$ cat src/rtl/intra_pkg.sv
// Shared types and constants for the intra edge path.
package intra_pkg;

    typedef logic [29:0] pix_t;

    typedef enum logic [2:0] {
        IDLE = 3'd0,
        REF  = 3'd1,
        EDGE = 3'd2,
        PAD  = 3'd3,
        OUT  = 3'd4
    } edge_state_t;

    // Component positions inside a packed {V,U,Y} pixel word.
    localparam int PIX_Y_LSB = 0;
    localparam int PIX_Y_MSB = 9;
    localparam int PIX_U_LSB = 10;
    localparam int PIX_U_MSB = 19;
    localparam int PIX_V_LSB = 20;
    localparam int PIX_V_MSB = 29;

    // Mid-grey fill pixel (Y=U=V=512) used when no neighbour is available.
    localparam pix_t PIX_BASE_10B = 30'h2008_0200;

endpackage

$ cat src/rtl/intra_edge_builder.sv
// Collects one intra prediction edge (corner pixel plus up to NUMPX edge
// samples) from a valid/ready pixel stream, pads unavailable samples, and
// hands the finished edge to the upsampler through a valid/ready handshake.
module intra_edge_builder
    import intra_pkg::*;
#(
    parameter int   NUMPX = 8,
    parameter pix_t BASE  = PIX_BASE_10B
) (
    input  logic                  clk,
    input  logic                  rst_n,
    input  logic                  i_start,
    input  logic [9:0]            i_num_px,
    input  logic                  i_have_ref,
    input  logic                  i_have_edge,
    input  logic                  i_in_valid,
    output logic                  o_in_ready,
    input  logic [29:0]           i_in_pixel,
    output logic                  o_out_valid,
    input  logic                  i_out_ready,
    output logic [29:0]           o_reference_pixel,
    output logic [30*NUMPX-1:0]   o_edge_array,
    output logic [9:0]            o_out_num_px
);

    localparam int CW = $clog2(NUMPX + 1);
    localparam int IW = (NUMPX > 1) ? $clog2(NUMPX) : 1;

    edge_state_t   r_state;
    edge_state_t   w_next;
    logic          r_in_ready;
    logic          r_out_valid;
    logic          r_have_ref;
    logic          r_have_edge;
    logic [CW-1:0] r_n;
    logic [CW-1:0] r_cnt;
    logic [CW-1:0] w_n;
    logic          w_accept;
    pix_t          r_ref;
    pix_t          r_last;
    pix_t          r_edge [NUMPX];

    // in_ready is only ever high in REF/EDGE, so this alone qualifies a transfer.
    assign w_accept = i_in_valid && r_in_ready;

    // Clamp the requested sample count into 1..NUMPX.
    always_comb begin
        // NOTE: every signal written in always_comb gets a default first, so no path can infer a latch.
        w_n = i_num_px[CW-1:0];
        if (i_num_px == '0) begin
            w_n = CW'(1);
        end else if (i_num_px > 10'(NUMPX)) begin
            w_n = CW'(NUMPX);
        end
    end

    // Next-state decode of the edge collection FSM.
    always_comb begin
        w_next = r_state;
        case (r_state)
            IDLE: begin
                if (i_start) begin
                    if (i_have_ref)       w_next = REF;
                    else if (i_have_edge) w_next = EDGE;
                    else                  w_next = PAD;
                end
            end
            REF: begin
                if (w_accept) w_next = r_have_edge ? EDGE : PAD;
            end
            EDGE: begin
                if (w_accept && (r_cnt == r_n - CW'(1))) w_next = PAD;
            end
            PAD:     w_next = OUT;
            OUT: begin
                if (i_out_ready) w_next = IDLE;
            end
            default: w_next = IDLE;
        endcase
    end

    // State, handshake flags and edge storage; the pad step fills the unused tail.
    always_ff @(posedge clk) begin
        if (!rst_n) begin
            // NOTE: the edge array is reset on purpose: an aborted edge must leave no stale pixels visible.
            r_state     <= IDLE;
            r_in_ready  <= 1'b0;
            r_out_valid <= 1'b0;
            r_have_ref  <= 1'b0;
            r_have_edge <= 1'b0;
            r_n         <= '0;
            r_cnt       <= '0;
            r_ref       <= '0;
            r_last      <= '0;
            for (int i = 0; i < NUMPX; i++) begin
                r_edge[i] <= '0;
            end
        end else begin
            // NOTE: sequential state uses non-blocking assignments so every register sees pre-edge values.
            r_state     <= w_next;
            r_in_ready  <= (w_next == REF) || (w_next == EDGE);
            r_out_valid <= (w_next == OUT);
            case (r_state)
                IDLE: begin
                    if (i_start) begin
                        r_n         <= w_n;
                        r_have_ref  <= i_have_ref;
                        r_have_edge <= i_have_edge;
                        r_cnt       <= '0;
                    end
                end
                REF: begin
                    if (w_accept) r_ref <= i_in_pixel;
                end
                EDGE: begin
                    if (w_accept) begin
                        r_edge[r_cnt[IW-1:0]] <= i_in_pixel;
                        r_last                <= i_in_pixel;
                        r_cnt                 <= r_cnt + CW'(1);
                    end
                end
                PAD: begin
                    for (int i = 0; i < NUMPX; i++) begin
                        if (CW'(i) >= r_cnt) begin
                            r_edge[i] <= r_have_edge ? r_last : BASE;
                        end
                    end
                    if (!r_have_ref) begin
                        r_ref <= r_have_edge ? r_edge[0] : BASE;
                    end
                end
                default: ;
            endcase
        end
    end

    // Flatten the edge storage onto the output bus, slot 0 in the low bits.
    always_comb begin
        o_edge_array = '0;
        for (int i = 0; i < NUMPX; i++) begin
            o_edge_array[i*30 +: 30] = r_edge[i];
        end
    end

    assign o_in_ready        = r_in_ready;
    assign o_out_valid       = r_out_valid;
    assign o_reference_pixel = r_ref;
    assign o_out_num_px      = 10'(r_n);

endmodule

$ cat config.mk
export PLATFORM = sky130hd
export DESIGN_NAME = intra_edge_builder
export DESIGN_NICKNAME = d
export VERILOG_FILES = /design/src/rtl/intra_pkg.sv /design/src/rtl/intra_edge_builder.sv
export SDC_FILE = /design/constraint.sdc
export NUM_CORES = 1
export LEC_CHECK = 0
export ABC_AREA = 1
export CORE_ASPECT_RATIO = 2
export CORE_MARGIN = 2
export CORE_UTILIZATION = 50
export CTS_CLUSTER_SIZE = 30
export DETAILED_ROUTE_END_ITERATION = 8
export HOLD_SLACK_MARGIN = 0.06
export PLACE_DENSITY = 0.8
export SLEW_MARGIN = 20
export SYNTH_ARGS = -nofsm -noshare
export SYNTH_HDL_FRONTEND = slang
export SYNTH_SLANG_ARGS = --single-unit
$ cat constraint.sdc
create_clock -name clk -period 3.6 [get_ports clk]
set_input_delay 1.08 -clock clk [delete_from_list [all_inputs] [get_ports clk]]
set_output_delay 1.08 -clock clk [all_outputs]
set_load 0.1 [all_outputs]
==> flow_summary.json, run 1 <==
{
  "status": "finished, final reports clean",
  "multi_input_area_sq_um": 3920,
  "crit_arrival_ns": 2.94,
  "cts_max_path_buffers": 3,
  "drc": 0,
  "via_per_inst": 6.01,
  "wl_microns": 44300,
  "area_delta_synth_final_pct": 27.7,
  "clk_latency_ns": 0.55,
  "wire_per_inst_microns": 23.2,
  "first_pass_iters": 8,
  "grt_pass1_wl_microns": 64700,
  "die_y_microns": 235,
  "setup.worst_path.start_class": "input pin",
  "setup_viol": 0,
  "ctsHoldBuffers": 0,
  "ctsRootBufferMaster": "clkbuf_16",
  "yosys.area_share.simple": 0.123,
  "grt.total_usage": 0.306,
  "vias": 11500,
  "fin_crit_sh": 0.750,
  "dp_slack_ns": 0.319,
  "synth.mux.area_fraction": 0,
  "synth_compound_area_frac": 0.161,
  "max-cap-violations": 0,
  "setup_tns_ns": 0,
  "cts_resized": 0,
  "cp_max_fo": 11,
  "cts_num_sinks": 315,
  "cts.clk_slew.worst_paths_ns": 0.07,
  "critPathKind": "input pin to flip-flop",
  "ys_ff_latch": 315,
  "slew_headroom": 0.410,
  "cts_buffers": 26,
  "rsz0062_at_grt": "no",
  "p_leak_nw": 6.79,
  "core_area_sq_um": 26300,
  "irDropWorstVdd_uv": 343,
  "period_needed_ns": 2.70,
  "postSynthAreaPerCell_sq_um": 10.7,
  "hold_class": "flip-flop to flip-flop",
  "netlist_area_sq_um": 13300,
  "worstMarginPinSlew_ns": 0.882,
  "die-area_sq_um": 28000,
  "start_util": 0.507,
  "fmax_mhz": 370,
  "ant_nets": 0,
  "rows": 84,
  "fill_cells": 2109,
  "port_buffers": 322,
  "hpwl_microns": 30400,
  "synth_xor_xnor_area_share": 0.000658,
  "diodes": 0,
  "cts.htree.levels": 1,
  "synth_warnings": 0,
  "drtIter0Drc": 1471,
  "antenna_found_initial": 0,
  "gp_congestion": 0.918,
  "synth_top_family_by_area": "compound AO/OA/AOI/OAI gates",
  "clock-skew-final_ns": 0.0179,
  "cts_tree": "done",
  "final_cell_mix": "buf_4 (309), edfxtp_1 (240), nand2_1 (220)",
  "required_ns": 3.84,
  "worstSetupEndpointType": "flip-flop",
  "slew_violations": 0,
  "netlist-cell-type-count": 39,
  "die_w_microns": 119,
  "ys_seq_area_frac": 0.654,
  "hold_viol": 0,
  "synth_cells": 1243,
  "mostFrequentLayoutCell": "buf_4",
  "regArea_sq_um": 8710,
  "nets": 1595,
  "overflow": 0,
  "post_cts_buffers": 0,
  "drive_gt1_frac": 0.253,
  "io_pins": 329,
  "grt_max_degree": 62,
  "power_density_nw_per_um2": 565,
  "grt_pass1_vias": 10900,
  "synth_fa_ha_area_frac": 0.00376,
  "timing.final.ws_setup_ns": 0.901
}
## stage by stage
stage | hold slack, ns | power (W) | instances | area, sq um | util
2_1_floorplan | 0.455 | 0.00622 | 1248 | 13300 | -
3_3_place_gp | 0.488 | 0.00682 | 1860 | 16200 | 0.616
3_5_place_dp | 0.493 | 0.00684 | 1860 | 16200 | 0.616
4_1_cts | 0.503 | 0.00961 | 1908 | 17000 | 0.647
5_1_grt | 0.525 | 0.00981 | 1908 | 17000 | 0.647
6_report | 0.499 | 0.00961 | 1908 | 17000 | 0.647
## registers in the layout (all words and copies together), names as in the netlist
register and count:
r_last 30, o_out_valid 1, r_cnt 4, r_have_ref 1, r_edge 240, r_n 4
o_in_ready 1, r_state 3, o_reference_pixel 30, r_have_edge 1
## layer usage
layer / wire [microns] / part of all wire / GRT usage
met1: 14200 / 0.32 / 0.355
met2: 22400 / 0.51 / 0.518
met3: 4110 / 0.093 / 0.0359
met4: 3470 / 0.078 / 0.221
met5: 0 / 0 / 0
## power by group
group	internal, W	switching (W)
registers	0.00415	0.000153
clock network	0.00155	0.00128
logic	0.000421	0.00205
total	0.00612	0.00349
## worst max-delay path: stages
cell and delay (ns):
clkdlybuf4s50_1 0.45, nand2_1 0.08, inv_1 0.12, nand3_4 0.12, nor3_4 0.25, nand3_2 0.12, o211ai_1 0.36, buf_4 0.34
## path summary, 6_finish.rpt
check | startpoint | endpoint | depth (start not counted) | slack (ns)
worst max-delay path | i_in_valid | r_edge[5][20] | 8 | 0.90
worst min-delay path | r_have_ref | r_have_ref | 2 | 0.50
worst max register to register | r_state[1] | o_reference_pixel[15] | 6 | 1.11
worst min register to register | r_have_ref | r_have_ref | 2 | 0.50
## area by class of cell
| class | count | area share |
|---|---|---|
| Timing Repair Buffer | 359 | 0.168 |
| Multi-Input combinational cell | 772 | 0.230 |
| Clock inverter | 10 | 0.00588 |
| Tap cell | 344 | 0.0253 |
| Sequential cell | 315 | 0.512 |
| Clock buffer | 38 | 0.0427 |
| Inverter | 70 | 0.0157 |
## cell usage after synthesis
cell | instances | area share
nor2_8 | 1 | 0.0015
xor2_1 | 1 | 0.00066
o21ai_2 | 9 | 0.0059
nor2_2 | 1 | 0.00047
and3_1 | 1 | 0.00047
nand2_2 | 1 | 0.00047
o211ai_1 | 2 | 0.0011
inv_1 | 59 | 0.017
buf_1 | 7 | 0.0020
nor3_1 | 4 | 0.0015
conb_1 | 1 | 0.00028
clkinv_2 | 1 | 0.00038
a21oi_1 | 41 | 0.015
nand3_4 | 4 | 0.0053
a31oi_1 | 30 | 0.014
inv_4 | 1 | 0.00047
nand2_1 | 223 | 0.063
ha_1 | 4 | 0.0038
o21ai_0 | 139 | 0.052
o31ai_1 | 1 | 0.00056
nand3_1 | 68 | 0.026
o22ai_1 | 103 | 0.048
nand2_4 | 3 | 0.0025
clkbuf_1 | 40 | 0.011
dfxtp_1 | 75 | 0.11
o21a_1 | 1 | 0.00056
nor2_4 | 2 | 0.0017
clkbuf_2 | 1 | 0.00038
nor2_1 | 65 | 0.018
buf_2 | 17 | 0.0064
buf_6 | 12 | 0.010
buf_4 | 14 | 0.0079
a211oi_1 | 1 | 0.00056
edfxtp_1 | 240 | 0.54
o21ai_1 | 58 | 0.022
nand4_1 | 2 | 0.00094
clkinv_1 | 2 | 0.00056
inv_2 | 7 | 0.0020
nor3_4 | 1 | 0.0012
## logic make-up after synthesis
| logic type | Yosys count |
|---|---|
| xor gates and xnor gates | 1 |
| and+or+nand+nor | 376 |
| DFF | 315 |
| other | 1 |
| AOI/OAI and AO/OA | 385 |
| adders and majority gates | 4 |
| buffers and inverters | 161 |
Note: power is estimated with default switching activity, not from simulation.
==> inputs of run 2 (changes only) <==
Clock period 3.6 ns to 2.52 ns, I/O delays scaled along.
==> run 2 against run 1 <==
Effect of this change: clock power rose by 62%; hold slack improved by 0.0059 ns; clock skew fell by 0.0054 ns; sequential share of layout area fell by 1.8 points; cell area rose by 3.6%; global-route usage rose by 1.3 points; final cell count rose by 1.9%; combinational power rose by 47%; flip-flop and latch count did not move; first-iteration DRC count fell by 10%; sequential power rose by 43%; register-to-register slack got worse by 0.93 ns.
==> flow_summary.json, run 2 (synthesis results as in run 1) <==
{
  "period_needed_ns": 2.34,
  "slew_headroom": 0.599,
  "die-area_sq_um": 28000,
  "hold_class": "flip-flop to flip-flop",
  "rows": 84,
  "combPwrFrac": 0.253,
  "io_pins": 329,
  "cts_max_path_buffers": 3,
  "setup_viol": 0,
  "vias": 11800,
  "antenna_found_initial": 1,
  "hpwl_microns": 32300,
  "mostFrequentLayoutCell": "buf_4",
  "hold_viol": 0,
  "gp_congestion": 0.913,
  "via_per_inst": 6.07,
  "intPower_w": 0.00931,
  "cts_tree": "done",
  "critPathKind": "flip-flop to flip-flop",
  "r2r_cells": 7,
  "area_delta_synth_final_pct": 32.3,
  "rsz0062_at_grt": "no",
  "die_w_microns": 119,
  "cp_max_fo": 21,
  "worstSetupEndpointType": "flip-flop",
  "slew_violations": 0,
  "wl_microns": 46000,
  "wire_per_inst_microns": 23.7,
  "drc": 0,
  "timing.final.ws_setup_ns": 0.177,
  "largest_reg_flops": 240,
  "switching_share": 0.352,
  "cts_resized": 0,
  "p_leak_nw": 7.09,
  "first_pass_iters": 6,
  "fmax_mhz": 427,
  "status": "finished, final reports clean",
  "r2r_slack_ns": 0.18,
  "max-cap-violations": 0,
  "start_util": 0.507,
  "grt_pass1_vias": 11700,
  "drive_gt1_frac": 0.275,
  "port_buffers": 322,
  "power_density_nw_per_um2": 815,
  "crit_arrival_ns": 2.71,
  "largest_register": "r_edge",
  "clock-skew-final_ns": 0.0125,
  "setup.worst_path.start_class": "flip-flop",
  "hold_start": "r_have_ref",
  "irDropWorstVdd_uv": 498,
  "grt_pass1_wl_microns": 67800,
  "cts.htree.levels": 1,
  "overflow": 0,
  "dp_slack_ns": -0.292,
  "core_area_sq_um": 26300,
  "final_cell_count_no_fill": 1944,
  "cts.clk_slew.worst_paths_ns": 0.07,
  "cts_num_sinks": 315,
  "p_switching_w": 0.00505,
  "drtIter0Drc": 1322,
  "final_cell_mix": "buf_4 (329), edfxtp_1 (240), nand2_1 (219)",
  "min_delay_worst_endpoint": "r_have_ref",
  "clock_power_share": 0.319,
  "ant_nets": 0,
  "regToRegEndpoint": "r_edge[4][29]",
  "ctsHoldBuffers": 0,
  "fin_crit_sh": 0.930,
  "ctsRootBufferMaster": "clkbuf_16",
  "clk_latency_ns": 0.54,
  "r2r-start": "r_cnt[0]",
  "nets": 1630,
  "dp.cells": 1895,
  "post_cts_buffers": 0,
  "required_ns": 2.89,
  "p_seq_frac": 0.428,
  "whs_path_depth": 2,
  "grt.total_usage": 0.319,
  "grt_max_degree": 62,
  "worstMarginPinSlew_ns": 0.601,
  "cts_buffers": 26,
  "die_y_microns": 235
}
-- run 2: cell types whose count changed in the layout (fill, tap and decap cells not counted), sizes merged --
cell	previous run	this run
diode	0	1
buf	314	349
clkbuf	38	32
clkinv	11	9
bufinv	2	7
clkinvlp	0	3
-- run 2: critical path, stage by stage (launching register included) --
cell and delay [ns]:
dfxtp_1 0.35, inv_1 0.25, ha_1 0.22, o21a_1 0.13, nand2_1 0.15, nor2_4 0.37
inv_2 0.36, o22ai_1 0.32
-- run 2: cell type report --
type | instances | area [sq um]
Sequential cell | 315 | 8710
Tap cell | 344 | 430
Inverter | 70 | 269
Clock buffer | 32 | 704
Timing Repair Buffer | 394 | 3310
Multi-Input combinational cell | 772 | 3940
Clock inverter | 16 | 260
Antenna cell | 1 | 2.50
Fill cell | 2006 | 8660
-- run 2: through the flow --
| step | instance area, sq um | setup TNS, ns | util | total power [W] | hold WS (ns) |
|---|---|---|---|---|---|
| final | 17600 | 0 | 0.671 | 0.0144 | 0.505 |
| after global routing | 17600 | 0 | 0.671 | 0.0146 | 0.543 |
| after CTS | 17600 | 0 | 0.670 | 0.0143 | 0.505 |
| after detailed placement | 16700 | -35.04 | 0.634 | 0.00986 | 0.496 |
| after global placement | 16700 | -25.59 | 0.634 | 0.00984 | 0.487 |
| after floorplan | 13400 | -7.75 | - | 0.00890 | 0.455 |
-- run 2: how the worst max path moves through the flow --
stage,from,end,slack [ns],cells after the start
6_report,r_cnt[0],r_edge[4][29],0.18,7
2_1_floorplan,i_in_valid,r_edge[5][0],-0.26,7
3_5_place_dp,i_in_valid,r_edge[5][5],-0.29,8
3_3_place_gp,i_in_valid,r_edge[5][5],-0.25,8
4_1_cts,r_cnt[0],r_edge[4][21],0.23,7
5_1_grt,r_cnt[0],r_edge[4][21],0.07,7
-- run 2: power groups by stage --
stage / clock network, W / registers (W) / logic, W
3_5_place_dp: 0 / 0.00625 / 0.00362
6_report: 0.00458 / 0.00614 / 0.00364
4_1_cts: 0.00458 / 0.00614 / 0.00362
2_1_floorplan: 0 / 0.00832 / 0.000584
5_1_grt: 0.00475 / 0.00617 / 0.00372
3_3_place_gp: 0 / 0.00625 / 0.00359
-- run 2: routing by layer --
layer,routed length (microns),up-vias,global-route usage,share of wire
li1,-,5140,-,-
met1,14500,5585,0.356,0.31
met2,23600,880,0.556,0.51
met3,4250,203,0.0422,0.092
met4,3660,0,0.225,0.080
met5,0,-,0,0
==> patch, RTL diff (config.mk and constraints of run 2) <==
Change the parameter `NUMPX` from 8 to 16.
--- a/src/rtl/intra_edge_builder.sv
+++ b/src/rtl/intra_edge_builder.sv
@@ -5,5 +5,5 @@
     import intra_pkg::*;
 #(
-    parameter int   NUMPX = 8,
+    parameter int   NUMPX = 16,
     parameter pix_t BASE  = PIX_BASE_10B
 ) (
Interface: changed (resized o_edge_array); port bits go from 329 to 569. No check against the original RTL was run, so the function may have changed too.
==> patch against run 2 <==
  * Sequential share of layout area is 2.8 points higher
  * Final area is 73% higher
  * Total power is 62% higher
  * Worst hold slack better by 0.039 ns
  * Routed wire length is 94% higher
  * Area after synthesis is 71% higher
  * Worst setup slack better by 0.071 ns
  * Sequential power is 74% higher
  * Sequential cell count is 242 higher
  * Largest power group unchanged
  * Highest routed layer is now met5
==> patch: results (changes against run 2) <==
[critical_path]
crit_path_start = r_cnt[3]$_SDFFE_PN0P_
crit_fanout = 30  ; +43%
r2r_cells = 7  ; unchanged
arrival_ns = 2.66  ; -0.05 ns
critPathCapture = r_edge[8][20]$_DFFE_PP_
r2r_setup_slack_ns = 0.25  ; +0.07 ns

[grt]
grt_use_total_pct = 36.7  ; +4.9 points
antenna_found_initial = 3  ; +2
first_global_vias = 19100  ; +64%
grt_start_max_net_pins = 86  ; +39%
grt_pass1_wl_um = 127000  ; +88%

[clocking]
worstSkewPairLatency_ns = 0.57  ; +0.03 ns
cts_max_path_buffers = 3  ; unchanged
cts-root-buf = clkbuf_16
cts_resized = 0  ; unchanged
clkTransAtPathRegs_ns = 0.07  ; about the same
cts_setup_buffers = 0  ; unchanged
htreeDepth = 2  ; +1
numCtsBuffers = 46  ; +77%

[layout]
regMostFlops = r_edge
largest_register_ffs = 480  ; +100%
drive_above_1_share_pct = 31.2  ; +3.7 points
final_nets = 2621  ; +61%

[route]
viasPerCell = 6.25  ; +2.9%
dr.first_iter.drc_count = 2333  ; +76%
dr.pass1.iters = 8  ; +2
wl_per_cell_um = 28.2  ; +19%

[synthesis]
yosys-top-cells-area = edfxtp_1, dfxtp_1, o22ai_1
ys.warnings.count = 0  ; unchanged
synth-edff-count = 480  ; +100%
synth_seq_area_share_pct = 69.9  ; +4.5 points
synth_async_sr_flop_share_pct = 0  ; unchanged
ys_types = 36  ; -7.7%
yosys-top-cells-count = edfxtp_1, nand2_1, o22ai_1

[sta]
layout_min_cycle_time_ns = 2.27  ; -0.0712 ns
fin_worst_skew_ns = 0.0217  ; +0.00925 ns
slew_headroom_pct = 31.6  ; -28 points
final.setup.tns_ns = 0  ; unchanged

[power_and_ir_drop]
p_leak_nw = 12.0  ; +70%
vdd_ir_drop_max_uv = 546  ; +9.8%

[min_path]
min_path_cells = 2  ; unchanged
min_path_type = reg2reg

[place]
dp_slack_ns = -0.259  ; +0.0334 ns
hpwl_um = 64600  ; +100%
gp_congestion = 0.924  ; +1.2%
port-buffer-count = 563  ; +75%

[run_status]
outcome = completed

-- patch: changes by cell type after synthesis, sizes merged, moves of 2 or more --
cell / before / now
nand3: 72 / 79
clkbuf: 41 / 107
edfxtp: 240 / 480
dfxtp: 75 / 77
o311ai: 0 / 2
o21ai: 206 / 313
buf: 50 / 63
nor2: 69 / 74
inv: 67 / 105
o22ai: 103 / 245
nand2: 227 / 330
o32ai: 0 / 2
-- patch: power by group --
group	internal (mW)	switching (mW)	total, mW
combinational	0.875	4.10	4.98
clock	4.23	3.30	7.53
sequential	10.4	0.267	10.7
-- patch: stage by stage --
stage | utilization (%) | total power [mW] | instances | cell area (sq um)
final | 67.9 | 23.2 | 3169 | 30500
after global routing | 67.9 | 23.7 | 3168 | 30500
after CTS | 67.9 | 23.2 | 3166 | 30500
after detailed placement | 64.4 | 15.9 | 3081 | 29000
after global placement | 64.4 | 15.8 | 3081 | 29000
after floorplan | - | 14.5 | 1977 | 23000
-- patch: area by class of cell --
cell class | count | area (sq um)
multi-input combinational | 1143 | 5950
fill | 3311 | 14500
clock inverter | 23 | 294
inverter | 107 | 412
clock buffer | 62 | 1250
sequential | 557 | 16000
tap | 560 | 701
timing repair buffer | 714 | 5970
antenna | 3 | 7.51
-- patch: worst max-delay path, cell delays in order (launching register included) --
cell,delay (ns)
dfxtp_1,0.52
inv_1,0.20
nor2_4,0.27
inv_1,0.13
nor3_1,0.35
o21ai_4,0.12
buf_4,0.28
o22ai_1,0.22
-- patch: cell families (layout without fill, tap and decap cells) --
kind of cell    after synthesis  after routing  synth area share, %
compound gates              640            640                 15.7
flops                       557            557                 69.9
buf+inv                     277            906                 4.99
fa+ha+maj                     5              5                0.274
other cells                   1              8               0.0164
xor+xnor                      1              1               0.0384
simple gates                492            492                 9.13
-- patch: worst min-delay path by stage --
stage | start | end | slack, ns
6_report | o_reference_pixel[0]$_SDFFE_PN0P_ | o_reference_pixel[0]$_SDFFE_PN0P_ | 0.54
2_1_floorplan | r_have_ref$_SDFFE_PN0P_ | r_have_ref$_SDFFE_PN0P_ | 0.48
5_1_grt | r_last[25]$_SDFFE_PN0P_ | r_last[25]$_SDFFE_PN0P_ | 0.57
3_3_place_gp | o_reference_pixel[0]$_SDFFE_PN0P_ | o_reference_pixel[0]$_SDFFE_PN0P_ | 0.51
3_5_place_dp | o_reference_pixel[0]$_SDFFE_PN0P_ | o_reference_pixel[0]$_SDFFE_PN0P_ | 0.52
4_1_cts | o_reference_pixel[0]$_SDFFE_PN0P_ | o_reference_pixel[0]$_SDFFE_PN0P_ | 0.54
-- patch: layer usage --
layer / up-vias / routed length [um] / GRT usage, %
met5: - / 8 / 0
met4: 2 / 6710 / 23.2
met3: 315 / 9010 / 5.96
met2: 1564 / 44500 / 62.4
met1: 9466 / 29200 / 43.2
li1: 8467 / - / -
